File: src/rtl/trap_pkg.sv
// Shared types and constants for the machine-mode trap sequencer.
package trap_pkg;

    typedef enum logic [2:0] {
        S_IDLE  = 3'd0,
        S_WFI   = 3'd1,
        S_DRAIN = 3'd2,
        S_ENTER = 3'd3,
        S_RET   = 3'd4
    } state_e;

    localparam logic [3:0]  CAUSE_MEI        = 4'd11;
    localparam logic [3:0]  CAUSE_MTI        = 4'd7;
    localparam logic [31:0] ISR_BASE_DEFAULT = 32'h0001_0000;

    // External interrupt outranks the timer when both are pending.
    function automatic logic [3:0] cause_of(input logic ext_pend);
        return ext_pend ? CAUSE_MEI : CAUSE_MTI;
    endfunction

endpackage

File: src/rtl/trap_sequencer_if.sv
// Pipeline/CSR-side signal bundle of the trap sequencer.
interface trap_sequencer_if;

    logic        ext_irq;
    logic        tmr_irq;
    logic        mstatus_mie;
    logic        mie_meie;
    logic        mie_mtie;
    logic        im_stall;
    logic        dm_stall;
    logic        mret_req;
    logic        wfi_req;
    logic [31:0] pc_ex;
    logic [31:0] mepc_i;

    logic        trap_take;
    logic [3:0]  trap_cause;
    logic        mepc_we;
    logic [31:0] mepc_wdata;
    logic        redirect;
    logic [31:0] redirect_pc;
    logic        mret_done;
    logic        flush;
    logic        wfi_stall;

    modport master (
        output ext_irq, tmr_irq, mstatus_mie, mie_meie, mie_mtie,
               im_stall, dm_stall, mret_req, wfi_req, pc_ex, mepc_i,
        input  trap_take, trap_cause, mepc_we, mepc_wdata, redirect,
               redirect_pc, mret_done, flush, wfi_stall
    );

    modport slave (
        input  ext_irq, tmr_irq, mstatus_mie, mie_meie, mie_mtie,
               im_stall, dm_stall, mret_req, wfi_req, pc_ex, mepc_i,
        output trap_take, trap_cause, mepc_we, mepc_wdata, redirect,
               redirect_pc, mret_done, flush, wfi_stall
    );

endinterface

File: src/rtl/trap_sequencer.sv
// Interrupt entry / MRET / WFI sequencer: drains the pipeline, then issues a
// single-cycle trap entry or return with PC redirect.
module trap_sequencer
    import trap_pkg::*;
#(
    parameter logic [31:0] ISR_BASE = ISR_BASE_DEFAULT
) (
    input  logic            clk,
    input  logic            rst,
    trap_sequencer_if.slave bus
);

    localparam logic [2:0] ST_IDLE  = S_IDLE;
    localparam logic [2:0] ST_WFI   = S_WFI;
    localparam logic [2:0] ST_DRAIN = S_DRAIN;
    localparam logic [2:0] ST_ENTER = S_ENTER;
    localparam logic [2:0] ST_RET   = S_RET;

    logic [2:0]  state_reg, state_next;
    logic [3:0]  cause_reg, cause_next;
    logic [31:0] epc_reg, epc_next;

    logic ext_pend;
    logic tmr_pend;
    logic take;
    logic stall;

    assign ext_pend = bus.ext_irq & bus.mie_meie;
    assign tmr_pend = bus.tmr_irq & bus.mie_mtie;
    assign take     = bus.mstatus_mie & (ext_pend | tmr_pend);
    assign stall    = bus.im_stall | bus.dm_stall;

    always_comb begin
        state_next = state_reg;
        cause_next = cause_reg;
        epc_next   = epc_reg;
        case (state_reg)
            ST_IDLE: begin
                if (take) begin
                    state_next = ST_DRAIN;
                    cause_next = cause_of(ext_pend);
                    epc_next   = bus.pc_ex;
                end else if (bus.mret_req && !stall) begin
                    state_next = ST_RET;
                end else if (bus.wfi_req && !stall) begin
                    state_next = ST_WFI;
                end
            end
            ST_WFI: begin
                // The WFI has retired, so the trap must return past it.
                if (take) begin
                    state_next = ST_DRAIN;
                    cause_next = cause_of(ext_pend);
                    epc_next   = bus.pc_ex + 32'd4;
                end else if ((ext_pend | tmr_pend) && !bus.mstatus_mie) begin
                    state_next = ST_IDLE;
                end
            end
            ST_DRAIN: begin
                // Cause and PC are already latched; a dropped IRQ cannot cancel.
                if (!stall) begin
                    state_next = ST_ENTER;
                end
            end
            ST_ENTER: state_next = ST_IDLE;
            ST_RET:   state_next = ST_IDLE;
            default:  state_next = ST_IDLE;
        endcase
    end

    always_ff @(posedge clk or posedge rst) begin
        if (rst) begin
            state_reg <= ST_IDLE;
            cause_reg <= 4'd0;
            epc_reg   <= 32'd0;
        end else begin
            state_reg <= state_next;
            cause_reg <= cause_next;
            epc_reg   <= epc_next;
        end
    end

    // Outputs decode from state alone so async reset clears them immediately.
    always_comb begin
        bus.trap_take   = 1'b0;
        bus.trap_cause  = 4'd0;
        bus.mepc_we     = 1'b0;
        bus.mepc_wdata  = 32'd0;
        bus.redirect    = 1'b0;
        bus.redirect_pc = 32'd0;
        bus.mret_done   = 1'b0;
        bus.flush       = 1'b0;
        bus.wfi_stall   = 1'b0;
        case (state_reg)
            ST_WFI: begin
                bus.wfi_stall = 1'b1;
            end
            ST_DRAIN: begin
                bus.flush = 1'b1;
            end
            ST_ENTER: begin
                bus.trap_take   = 1'b1;
                bus.trap_cause  = cause_reg;
                bus.mepc_we     = 1'b1;
                bus.mepc_wdata  = epc_reg;
                bus.redirect    = 1'b1;
                bus.redirect_pc = ISR_BASE;
                bus.flush       = 1'b1;
            end
            ST_RET: begin
                bus.mret_done   = 1'b1;
                bus.redirect    = 1'b1;
                bus.redirect_pc = bus.mepc_i;
                bus.flush       = 1'b1;
            end
            default: ;
        endcase
    end

endmodule

File: src/flat_wrapper.sv
// flat-port wrapper written by rule: the top's interface ports become plain ports
module trap_sequencer_flat import trap_pkg::*;
#(
    parameter logic [31:0] ISR_BASE = ISR_BASE_DEFAULT
)
  (clk, rst, bus_ext_irq, bus_tmr_irq, bus_mstatus_mie, bus_mie_meie, bus_mie_mtie, bus_im_stall, bus_dm_stall, bus_mret_req, bus_wfi_req, bus_pc_ex, bus_mepc_i, bus_trap_take, bus_trap_cause, bus_mepc_we, bus_mepc_wdata, bus_redirect, bus_redirect_pc, bus_mret_done, bus_flush, bus_wfi_stall);
  trap_sequencer_if bus_i ();
  input  logic clk;
  input  logic rst;
  input wire logic [$bits(bus_i.ext_irq)-1:0] bus_ext_irq;
  input wire logic [$bits(bus_i.tmr_irq)-1:0] bus_tmr_irq;
  input wire logic [$bits(bus_i.mstatus_mie)-1:0] bus_mstatus_mie;
  input wire logic [$bits(bus_i.mie_meie)-1:0] bus_mie_meie;
  input wire logic [$bits(bus_i.mie_mtie)-1:0] bus_mie_mtie;
  input wire logic [$bits(bus_i.im_stall)-1:0] bus_im_stall;
  input wire logic [$bits(bus_i.dm_stall)-1:0] bus_dm_stall;
  input wire logic [$bits(bus_i.mret_req)-1:0] bus_mret_req;
  input wire logic [$bits(bus_i.wfi_req)-1:0] bus_wfi_req;
  input wire logic [$bits(bus_i.pc_ex)-1:0] bus_pc_ex;
  input wire logic [$bits(bus_i.mepc_i)-1:0] bus_mepc_i;
  output wire logic [$bits(bus_i.trap_take)-1:0] bus_trap_take;
  output wire logic [$bits(bus_i.trap_cause)-1:0] bus_trap_cause;
  output wire logic [$bits(bus_i.mepc_we)-1:0] bus_mepc_we;
  output wire logic [$bits(bus_i.mepc_wdata)-1:0] bus_mepc_wdata;
  output wire logic [$bits(bus_i.redirect)-1:0] bus_redirect;
  output wire logic [$bits(bus_i.redirect_pc)-1:0] bus_redirect_pc;
  output wire logic [$bits(bus_i.mret_done)-1:0] bus_mret_done;
  output wire logic [$bits(bus_i.flush)-1:0] bus_flush;
  output wire logic [$bits(bus_i.wfi_stall)-1:0] bus_wfi_stall;
  assign bus_i.ext_irq = bus_ext_irq;
  assign bus_i.tmr_irq = bus_tmr_irq;
  assign bus_i.mstatus_mie = bus_mstatus_mie;
  assign bus_i.mie_meie = bus_mie_meie;
  assign bus_i.mie_mtie = bus_mie_mtie;
  assign bus_i.im_stall = bus_im_stall;
  assign bus_i.dm_stall = bus_dm_stall;
  assign bus_i.mret_req = bus_mret_req;
  assign bus_i.wfi_req = bus_wfi_req;
  assign bus_i.pc_ex = bus_pc_ex;
  assign bus_i.mepc_i = bus_mepc_i;
  assign bus_trap_take = bus_i.trap_take;
  assign bus_trap_cause = bus_i.trap_cause;
  assign bus_mepc_we = bus_i.mepc_we;
  assign bus_mepc_wdata = bus_i.mepc_wdata;
  assign bus_redirect = bus_i.redirect;
  assign bus_redirect_pc = bus_i.redirect_pc;
  assign bus_mret_done = bus_i.mret_done;
  assign bus_flush = bus_i.flush;
  assign bus_wfi_stall = bus_i.wfi_stall;
  trap_sequencer #(.ISR_BASE(ISR_BASE)) u_core (.clk(clk), .rst(rst), .bus(bus_i));
endmodule
File: config.mk
export PLATFORM = sky130hd
export DESIGN_NAME = trap_sequencer_flat
export DESIGN_NICKNAME = d
export VERILOG_FILES = /design/src/rtl/trap_pkg.sv /design/src/rtl/trap_sequencer_if.sv /design/src/rtl/trap_sequencer.sv /design/src/flat_wrapper.sv
export SDC_FILE = /design/constraint.sdc
export NUM_CORES = 1
export LEC_CHECK = 0
export BUFFER_PORTS_ARGS = -buffer_cell sky130_fd_sc_hd__clkbuf_2
export CORE_MARGIN = 2
export CORE_UTILIZATION = 40
export CTS_BUF_LIST = sky130_fd_sc_hd__clkbuf_16
export DETAILED_ROUTE_END_ITERATION = 8
export PLACE_DENSITY = 0.77
export SYNTH_ARGS = -nofsm -noshare
export SYNTH_HDL_FRONTEND = slang
export SYNTH_SLANG_ARGS = --single-unit
export TNS_END_PERCENT = 1
File: constraint.sdc
create_clock -name clk -period 1.7 [get_ports clk]
set_clock_uncertainty 0.05 [all_clocks]
set_input_delay 0 -clock clk [delete_from_list [all_inputs] [get_ports clk]]
set_output_delay 0 -clock clk [all_outputs]
set_load 0.05 [all_outputs]
==> metrics.txt <==
status finished, violations left; violated checks negative setup slack; vias approximately 2.8k; largest net degree at the start of global routing 39; initial antenna violation count 0; kind of critical path reg2out; Worst setup EP type output pin; layout cells sized above 1 between 40% and 50%; Synth top area share between 30% and 40%; min-delay worst type in2reg; first-pass GRT wire length about 14000 um; final setup violation count 60; post-placement cell count between 500 and 600; Setup crit start kind register; Largest register FFs 32; Initial Util about 40%; power density cells ~1100 mW/mm^2; area of placed instances between 0.003 and 0.004 sq mm; DRT Pass-1 Iters 5; #FFs+latches synth 38; sequential share of the synthesized area roughly 37%; Slew Viols, Final 0; Final Power slightly above 5 mW; vias in the first global route ~2.8k; Core Util, Final 73.82%; count of final hold-check violations 0; # clock sinks 38; Routed WL approximately 9000 um; final std cells w/o fill 546; num ports 149; top cells by area, synth dfrtp_1, and2_1, xor2_1, nand2_1, o21ai_1; worst endpoint required time approximately 1.7 ns; Mapped Cells 298; clk slew on worst S/H paths about 0.060 ns; Post-synth EDFFs 0; worst vdd ir 0.7298 mV; area leader, netlist dfrtp_1; DP HPWL around 6200 um; worst slew pin tran roughly 0.50 ns; IO Port Bufs approximately 150; Pleak between 2 and 2.5 nW; FMAX ~570 MHz; clk buf depth 2; Synth Net Count around 370; CTS tree done; remaining antenna violation count after routing 0; Nets ~540; Post-synth top flop dfrtp_1; post-synth cell types 38; DRC errors left 0; DRT iter0 DRCs 157; period utilisation layout 104.1%; gr usage total 25.78%; asr flop ratio synth 100.0%; clk root buf clkbuf_16; syn avg cell area ~8.5 sq um; RSZ-0062 raised after global routing yes; Core Area about 0.0062 sq mm; Tmin final between 1.5 and 2 ns; Critical Path AT 1.72 ns; Max-slew headroom around 67%; # Max-Cap Violations 0; critical path peak fanout 35; pre-CTS setup slack -0.1238 ns; synth warn 0; Finished Cell Area ~0.0046 sq mm; global route overflow 0; TritonCTS buffer count 5; Area Growth Syn to Fin 81.29%; gp weighted congestion ~0.87; H-tree Lvls 2; chip height roughly 84 um; Synth Cell Area around 0.0025 sq mm; Core Rows 29; Setup WS post-layout -0.06988 ns; Diodes inserted 0; WL per Instance between 15 and 20 um; DIE AREA 0.007007 sq mm; fillcell total ~430; post-DR vias/cell approximately 5.1; Clock Latency Late Sink around 0.28 ns; Die Width between 80 and 90 um
==> metal layers <==
| metal | global-route usage, % | wire (um) | vias up |
|---|---|---|---|
| li1 | - | - | 1324 |
| met1 | 29.16 | 3351 | 1332 |
| met2 | 47.05 | 4879 | 130 |
| met3 | 4.649 | 556 | 25 |
| met4 | 11.29 | 342 | 0 |
| met5 | 0 | 0 | - |
==> final cells by class <==
| cell class | instances | area [sq um] | area share, % |
|---|---|---|---|
| Clock buffer | 5 | 125.1 | 2.716 |
| Timing Repair Buffer | 182 | 1757 | 38.13 |
| Multi-Input combinational cell | 236 | 1595 | 34.63 |
| Tap cell | 77 | 96.34 | 2.091 |
| Inverter | 5 | 18.77 | 0.4074 |
| Sequential cell | 38 | 950.9 | 20.64 |
| Clock inverter | 3 | 63.81 | 1.385 |
==> path summary, 6_finish.rpt <==
kind | endpoint | cells past startpoint | slack (ns) | startpoint
max | bus_redirect_pc[4] | 6 | -0.07 | u_core.state_reg[0]$_DFFE_PP0P_
min | u_core.cause_reg[2]$_DFFE_PP0P_ | 3 | 0.006 | bus_ext_irq
max reg2reg | u_core.epc_reg[12]$_DFFE_PP0P_ | 7 | 0.01 | u_core.state_reg[2]$_DFFE_PP0P_
min reg2reg | u_core.cause_reg[1]$_DFFE_PP0P_ | 1 | 0.41 | u_core.cause_reg[1]$_DFFE_PP0P_
max in group asynchronous | u_core.epc_reg[22]$_DFFE_PP0P_ | 4 | 0.92 | rst
min in group asynchronous | u_core.state_reg[0]$_DFFE_PP0P_ | 4 | 0.34 | rst
==> stage by stage <==
step	hold WS, ns	setup TNS, ns
2_1_floorplan	0.07859	-2.914
3_3_place_gp	0.06975	-0.3263
3_5_place_dp	0.07953	-1.404
4_1_cts	0.0003696	-1.185
5_1_grt	0.02021	-7.120
6_report	0.005877	-2.121
==> critical path, stage by stage, from the launching register on <==
cell      delay [ns]
dfrtp_1         0.43
buf_6           0.15
nor2_1          0.16
and2_4          0.18
buf_12          0.16
and2_1          0.17
clkbuf_8        0.19
==> power breakdown <==
part	internal [mW]	leakage [nW]	switching (mW)	total, mW
clock network	0.836	0.0915	0.367	1.20
logic	0.985	1.65	1.36	2.35
registers	1.33	0.467	0.233	1.56
total	3.15	2.20	1.96	5.11
==> cells in the mapped netlist, drive strengths merged, types with 2 or more instances <==
cell type and number:
and2 68, nand2 41, dfrtp 38, o21ai 31, xor2 23, nand3 14, clkbuf 13, nand4 11
and3 7, nor2 7, buf 6, xnor2 6, inv 5, mux2 5, nor4 5, nor3 4
nand2b 2, nor3b 2
==> cell families (layout without fill, tap and decap cells) <==
logic type / count (synthesis) / count (layout) / synth area share, %
compound gates: 35 / 35 / 7.829
xor+xnor: 29 / 29 / 9.995
fa+ha+maj: 1 / 1 / 0.4923
buf+inv: 24 / 195 / 4.480
flops: 38 / 38 / 37.42
mux: 6 / 6 / 2.609
simple gates: 165 / 165 / 37.17
==> cells in the final DEF, fill, tap and decap left out, types with 4 or more instances in the layout <==
cell type / instances
clkbuf_16: 5
buf_6: 14
and2_1: 53
buf_12: 21
nand4_1: 11
and2_4: 14
inv_1: 5
o21ai_2: 4
clkbuf_8: 34
mux2_2: 4
dfrtp_1: 38
clkbuf_2: 75
nand3_1: 12
o21ai_1: 19
and3_1: 7
nand2_1: 41
dlygate4sd3_1: 13
o21ai_0: 8
nor2_1: 7
xnor2_1: 6
buf_4: 17
xor2_1: 22
==> repair_timing <==
action,in CTS,in global routing
setup endpoints to repair,99,95
buffers inserted,1,0
cloned,0,0
hold buffers,13,0
gates resized for setup,103,47
hold endpoints to repair,49,0
pin swaps,5,2
Note: power is estimated with default switching activity, not from simulation.
